### src/rtl/bcd_to_bin_accum.sv
// Accumulates MSD-first BCD digits into a saturating binary value with valid/ready output.
// Optional macro BCD2BIN_ECHO_SEG_EN adds echo_seg, a seven-segment echo of the last accepted digit.
module bcd_to_bin_accum #(
    parameter int NUM_DIGITS = 2,
    parameter int BIN_W      = 7
) (
    input  logic             clk,
    input  logic             rst_n,
    input  logic             digit_valid,
    input  logic [3:0]       digit_in,
    input  logic             digit_last,
    output logic             digit_ready,
    output logic             bin_valid,
    input  logic             bin_ready,
    output logic [BIN_W-1:0] bin_out,
    output logic             overflow,
    output logic             digit_err
`ifdef BCD2BIN_ECHO_SEG_EN
    ,
    output logic [6:0]       echo_seg
`endif
);

    localparam int EXT_W = BIN_W + 4;
    localparam logic [3:0] LAST_CNT = 4'(NUM_DIGITS - 1);

    typedef enum logic {ACCUM, OUT} state_t;

    state_t           state_q;
    logic [BIN_W-1:0] acc_q;
    logic [3:0]       count_q;
    logic             ovf_q;
    logic             err_q;
    logic             digit_ready_q;
    logic             bin_valid_q;
    logic [BIN_W-1:0] bin_out_q;
    logic             overflow_q;
    logic             digit_err_q;

    logic             digit_bad;
    logic [3:0]       digit_eff;
    logic [EXT_W-1:0] acc_ext;
    logic [EXT_W-1:0] prod;
    logic             sat;
    logic [BIN_W-1:0] acc_d;
    logic [3:0]       count_d;
    logic             ovf_d;
    logic             err_d;
    logic             accept;
    logic             closing;

    // Clamp the widened product to the largest representable result.
    function automatic logic [BIN_W-1:0] sat_acc(input logic [EXT_W-1:0] v, input logic over);
        return over ? {BIN_W{1'b1}} : v[BIN_W-1:0];
    endfunction

    always_comb begin
        digit_bad = (digit_in > 4'd9);
        digit_eff = digit_bad ? 4'd0 : digit_in;
        acc_ext   = {4'b0000, acc_q};
        prod      = (acc_ext << 3) + (acc_ext << 1) + {{BIN_W{1'b0}}, digit_eff};
        sat       = (prod > {4'b0000, {BIN_W{1'b1}}});
        acc_d     = sat_acc(prod, sat);
        count_d   = count_q + 4'd1;
        ovf_d     = ovf_q | sat;
        err_d     = err_q | digit_bad;
        accept    = digit_valid && (state_q == ACCUM);
        closing   = digit_last || (count_q == LAST_CNT);
    end

    always_ff @(posedge clk) begin
        if (!rst_n) begin
            state_q       <= ACCUM;
            acc_q         <= '0;
            count_q       <= '0;
            ovf_q         <= 1'b0;
            err_q         <= 1'b0;
            digit_ready_q <= 1'b1;
            bin_valid_q   <= 1'b0;
            bin_out_q     <= '0;
            overflow_q    <= 1'b0;
            digit_err_q   <= 1'b0;
        end else begin
            case (state_q)
                ACCUM: begin
                    if (accept) begin
                        acc_q   <= acc_d;
                        count_q <= count_d;
                        ovf_q   <= ovf_d;
                        err_q   <= err_d;
                        if (closing) begin
                            state_q       <= OUT;
                            bin_out_q     <= acc_d;
                            overflow_q    <= ovf_d;
                            digit_err_q   <= err_d;
                            digit_ready_q <= 1'b0;
                            bin_valid_q   <= 1'b1;
                        end
                    end
                end
                OUT: begin
                    // Result held until the consumer takes it; the next number starts clean.
                    if (bin_ready) begin
                        state_q       <= ACCUM;
                        acc_q         <= '0;
                        count_q       <= '0;
                        ovf_q         <= 1'b0;
                        err_q         <= 1'b0;
                        digit_ready_q <= 1'b1;
                        bin_valid_q   <= 1'b0;
                    end
                end
                default: begin
                    state_q <= ACCUM;
                end
            endcase
        end
    end

    assign digit_ready = digit_ready_q;
    assign bin_valid   = bin_valid_q;
    assign bin_out     = bin_out_q;
    assign overflow    = overflow_q;
    assign digit_err   = digit_err_q;

`ifdef BCD2BIN_ECHO_SEG_EN
    logic [6:0] echo_q;

    // Active-low segments, bit0 = a ... bit6 = g; non-decimal codes show a dash.
    function automatic logic [6:0] seg_pattern(input logic [3:0] d);
        logic [6:0] on;
        case (d)
            4'd0:    on = 7'h3F;
            4'd1:    on = 7'h06;
            4'd2:    on = 7'h5B;
            4'd3:    on = 7'h4F;
            4'd4:    on = 7'h66;
            4'd5:    on = 7'h6D;
            4'd6:    on = 7'h7D;
            4'd7:    on = 7'h07;
            4'd8:    on = 7'h7F;
            4'd9:    on = 7'h6F;
            default: on = 7'h40;
        endcase
        return ~on;
    endfunction

    always_ff @(posedge clk) begin
        if (!rst_n) begin
            echo_q <= 7'b1000000;
        end else if (accept) begin
            echo_q <= seg_pattern(digit_in);
        end
    end

    assign echo_seg = echo_q;
`endif

endmodule

### config.mk
export PLATFORM = sky130hd
export DESIGN_NAME = bcd_to_bin_accum
export DESIGN_NICKNAME = d
export VERILOG_FILES = /design/src/rtl/bcd_to_bin_accum.sv
export SDC_FILE = /design/constraint.sdc
export NUM_CORES = 1
export LEC_CHECK = 0
export BUFFER_PORTS_ARGS = -buffer_cell sky130_fd_sc_hd__buf_2
export CAP_MARGIN = 40
export CORE_MARGIN = 2
export CORE_UTILIZATION = 55
export CTS_CLUSTER_DIAMETER = 120
export DETAILED_ROUTE_END_ITERATION = 8
export GPL_TIMING_DRIVEN = 0
export PLACE_DENSITY = 0.76
export SYNTH_ARGS = -nofsm -noshare
export SYNTH_HDL_FRONTEND = slang
export SYNTH_SLANG_ARGS = --single-unit
export TNS_END_PERCENT = 20
### constraint.sdc
create_clock -name clk -period 3 [get_ports clk]
set_input_delay 0.6 -clock clk [delete_from_list [all_inputs] [get_ports clk]]
set_output_delay 0.6 -clock clk [all_outputs]
set_load 0.05 [all_outputs]
==> impl_metrics.tcl <==
set metrics [dict create \
    hold_viol 0 \
    place_congestion 0.841 \
    p_leak_nw 0.688 \
    cts_tree "yes" \
    synth_edf_count 0 \
    path_class "primary input to register" \
    status "finished clean" \
    yosysUniqueCellTypes 33 \
    dieArea_mm2 0.00284 \
    area_growth_pct 12.1 \
    total_power_mw 0.889 \
    slew_viol_final 0 \
    start_util_pct 59.2 \
    clockRootBuffer "clkbuf_4" \
    die_w_um 53.2 \
    drive_gt1_share_pct 18.7 \
    ctsHoldBuffers 0 \
    dp_hpwl_um 2210 \
    slew_headroom_pct 58.9 \
    fin_ws_ns 0.309 \
    setup_viol 0 \
    placementRows 17 \
    post_cts_resized 0 \
    yosys.area.top_type "dfxtp_1" \
    antenna_found_initial 0 \
    io_buffer_count 19 \
    hold_depth 1 \
    critPathMaxStageDelay_ns 0.48 \
    hp-class "register to register" \
    fin_nets 198 \
    grt_max_degree 17 \
    syn_area_mm2 0.00133 \
    finClkSkew_ns 0.00829 \
    yosysWarnings 0 \
    yosysMostFrequentCell "dfxtp_1" \
    grt_overflow_total 0 \
    track_usage_pct 24.2 \
    syn_area_per_cell_um2 9.01 \
    grt_pass1_vias 1139 \
    ys_top_cells_by_count "dfxtp_1, a21oi_1, ha_1" \
    cts_max_level 1 \
    worstSetupPathDepth 11 \
    drt-total-wl_um 2870 \
    r2r.worst_path.cells 9 \
    cp.arrival_ns 2.90 \
    cp_cell_sequence "buf_2 > nor2_1 > nand2_1 > fa_1 > inv_1 > fa_1 > nand3_1 > nand4_1 > mux2i_2 > buf_6 > a31oi_1" \
    synth_nets 174 \
    post-route-period-util_pct 89.7 \
    crit_required_ns 3.21 \
    yosysTopAreaCellShare_pct 37.5 \
    fill_cells 194 \
    path_buf_inv 3 \
    synth-seq-cells 25 \
    rsz0062_at_grt "false" \
    postCtsSetupBuffers 0 \
    wl_per_cell_um 14.4 \
    async_flop_share_pct 0 \
    vias 1158 \
    first_iter_violations 33 \
    final_util_pct 66.3 \
    timing.fmax_mhz 372 \
    cp_max_fo 10 \
    final_cell_area_mm2 0.00150 \
    grt_pass1_wl_um 4970 \
    synthFlopType "dfxtp_1" \
    path_delay_family "adder cells" \
    power_density_mw_per_mm2 594 \
    design.portCount 20 \
    clock_path_buffers 2 \
    cts.sinks 25 \
    numCtsBuffers 3 \
    post_dp_cell_area_mm2 0.00146 \
    clkSlewWorstSetupHoldPaths_ns 0.14 \
    core_mm2 0.00225 \
    period_needed_ns 2.69 \
    cp_common_cell "fa_1" \
    antenna_left 0 \
    cp_slowest_cell "fa_1" \
    syn_inst 148 \
    tightest_slew_ns 0.613 \
    clock_latency_ns 0.32 \
    via_per_inst 5.82 \
    worst_ir_drop_vdd_mv 0.483 \
    startpoint_type "primary input" \
    ys_seq_area_share_pct 37.5 \
    first_pass_iters 4 \
    antenna_cells 0 \
    fp.dieH_um 53.2 \
    dp_slack_ns -0.0148 \
    max_cap_viol_count 0 \
    endpoint_kind "register" \
    synth_top_cells_by_area "dfxtp_1, ha_1, a21oi_1" \
    drc 0 \
]
-- cells by family after synthesis --
group / share of synthesized area [%]
xor gates and xnor gates: 2.63
muxes: 1.03
and+or+nand+nor: 15.5
DFF: 37.5
AOI/OAI and AO/OA: 21.2
adders and majority gates: 17.1
buffers and inverters: 5.07
-- power breakdown --
group          switching, mW  total (mW)  internal [mW]
clock                  0.104       0.158         0.0543
combinational          0.217       0.334          0.117
sequential            0.0271       0.397          0.369
-- state kept, by name (all words and copies together), names as in the netlist --
name / cells
acc_q: 7
bin_out: 7
bin_valid: 1
count_q: 4
digit_err: 1
digit_ready: 1
err_q: 1
overflow: 1
ovf_q: 1
state_q: 1
-- final timing paths --
path / from / endpoint / slack (ns)
max: digit_in[2] / bin_out[4]$_SDFFE_PN0P_ / 0.31
min: digit_ready$_SDFFE_PN1P_ / digit_ready$_SDFFE_PN1P_ / 0.46
max reg2reg: acc_q[0]$_SDFFE_PN0P_ / bin_out[4]$_SDFFE_PN0P_ / 0.34
min reg2reg: digit_ready$_SDFFE_PN1P_ / digit_ready$_SDFFE_PN1P_ / 0.46
-- cells in the final DEF (no fill, tap or decap), drive strengths merged, types with 4 or more instances in the layout --
master	Yosys	final
ha	15	15
nand3	4	4
nor3	4	4
nor2b	4	4
buf	4	23
xnor2	4	4
inv	8	9
a21oi	16	16
clkbuf	3	6
nor2	14	14
a31oi	5	5
nand2	6	6
a311oi	4	4
o21ai	10	10
dfxtp	25	25
-- metal layers --
metal / track usage [%] / routed length (µm) / share of wire, %
met1: 30.2 / 1260 / 44
met4: 5.13 / 34 / 1.2
met3: 6.21 / 163 / 5.7
met2: 41.4 / 1410 / 49
met5: 0 / 0 / 0
-- per-stage QoR --
stage / setup TNS [ns] / cells / hold slack (ns)
3_5_place_dp: -0.0250 / 195 / 0.434
6_report: 0 / 199 / 0.462
4_1_cts: 0 / 199 / 0.463
5_1_grt: 0 / 199 / 0.487
3_3_place_gp: 0 / 195 / 0.430
2_1_floorplan: 0 / 148 / 0.438
-- cell type report --
class	count	area (µm²)	share of cell area [%]
Multi-Input combinational cell	108	766	51.2
Clock buffer	3	22.5	1.51
Tap cell	28	35.0	2.34
Sequential cell	25	500	33.5
Clock inverter	1	8.76	0.586
Timing Repair Buffer	19	95.1	6.36
Inverter	8	30.0	2.01
Buffer	7	37.5	2.51
No activity file was read; power rests on OpenSTA's default activity.
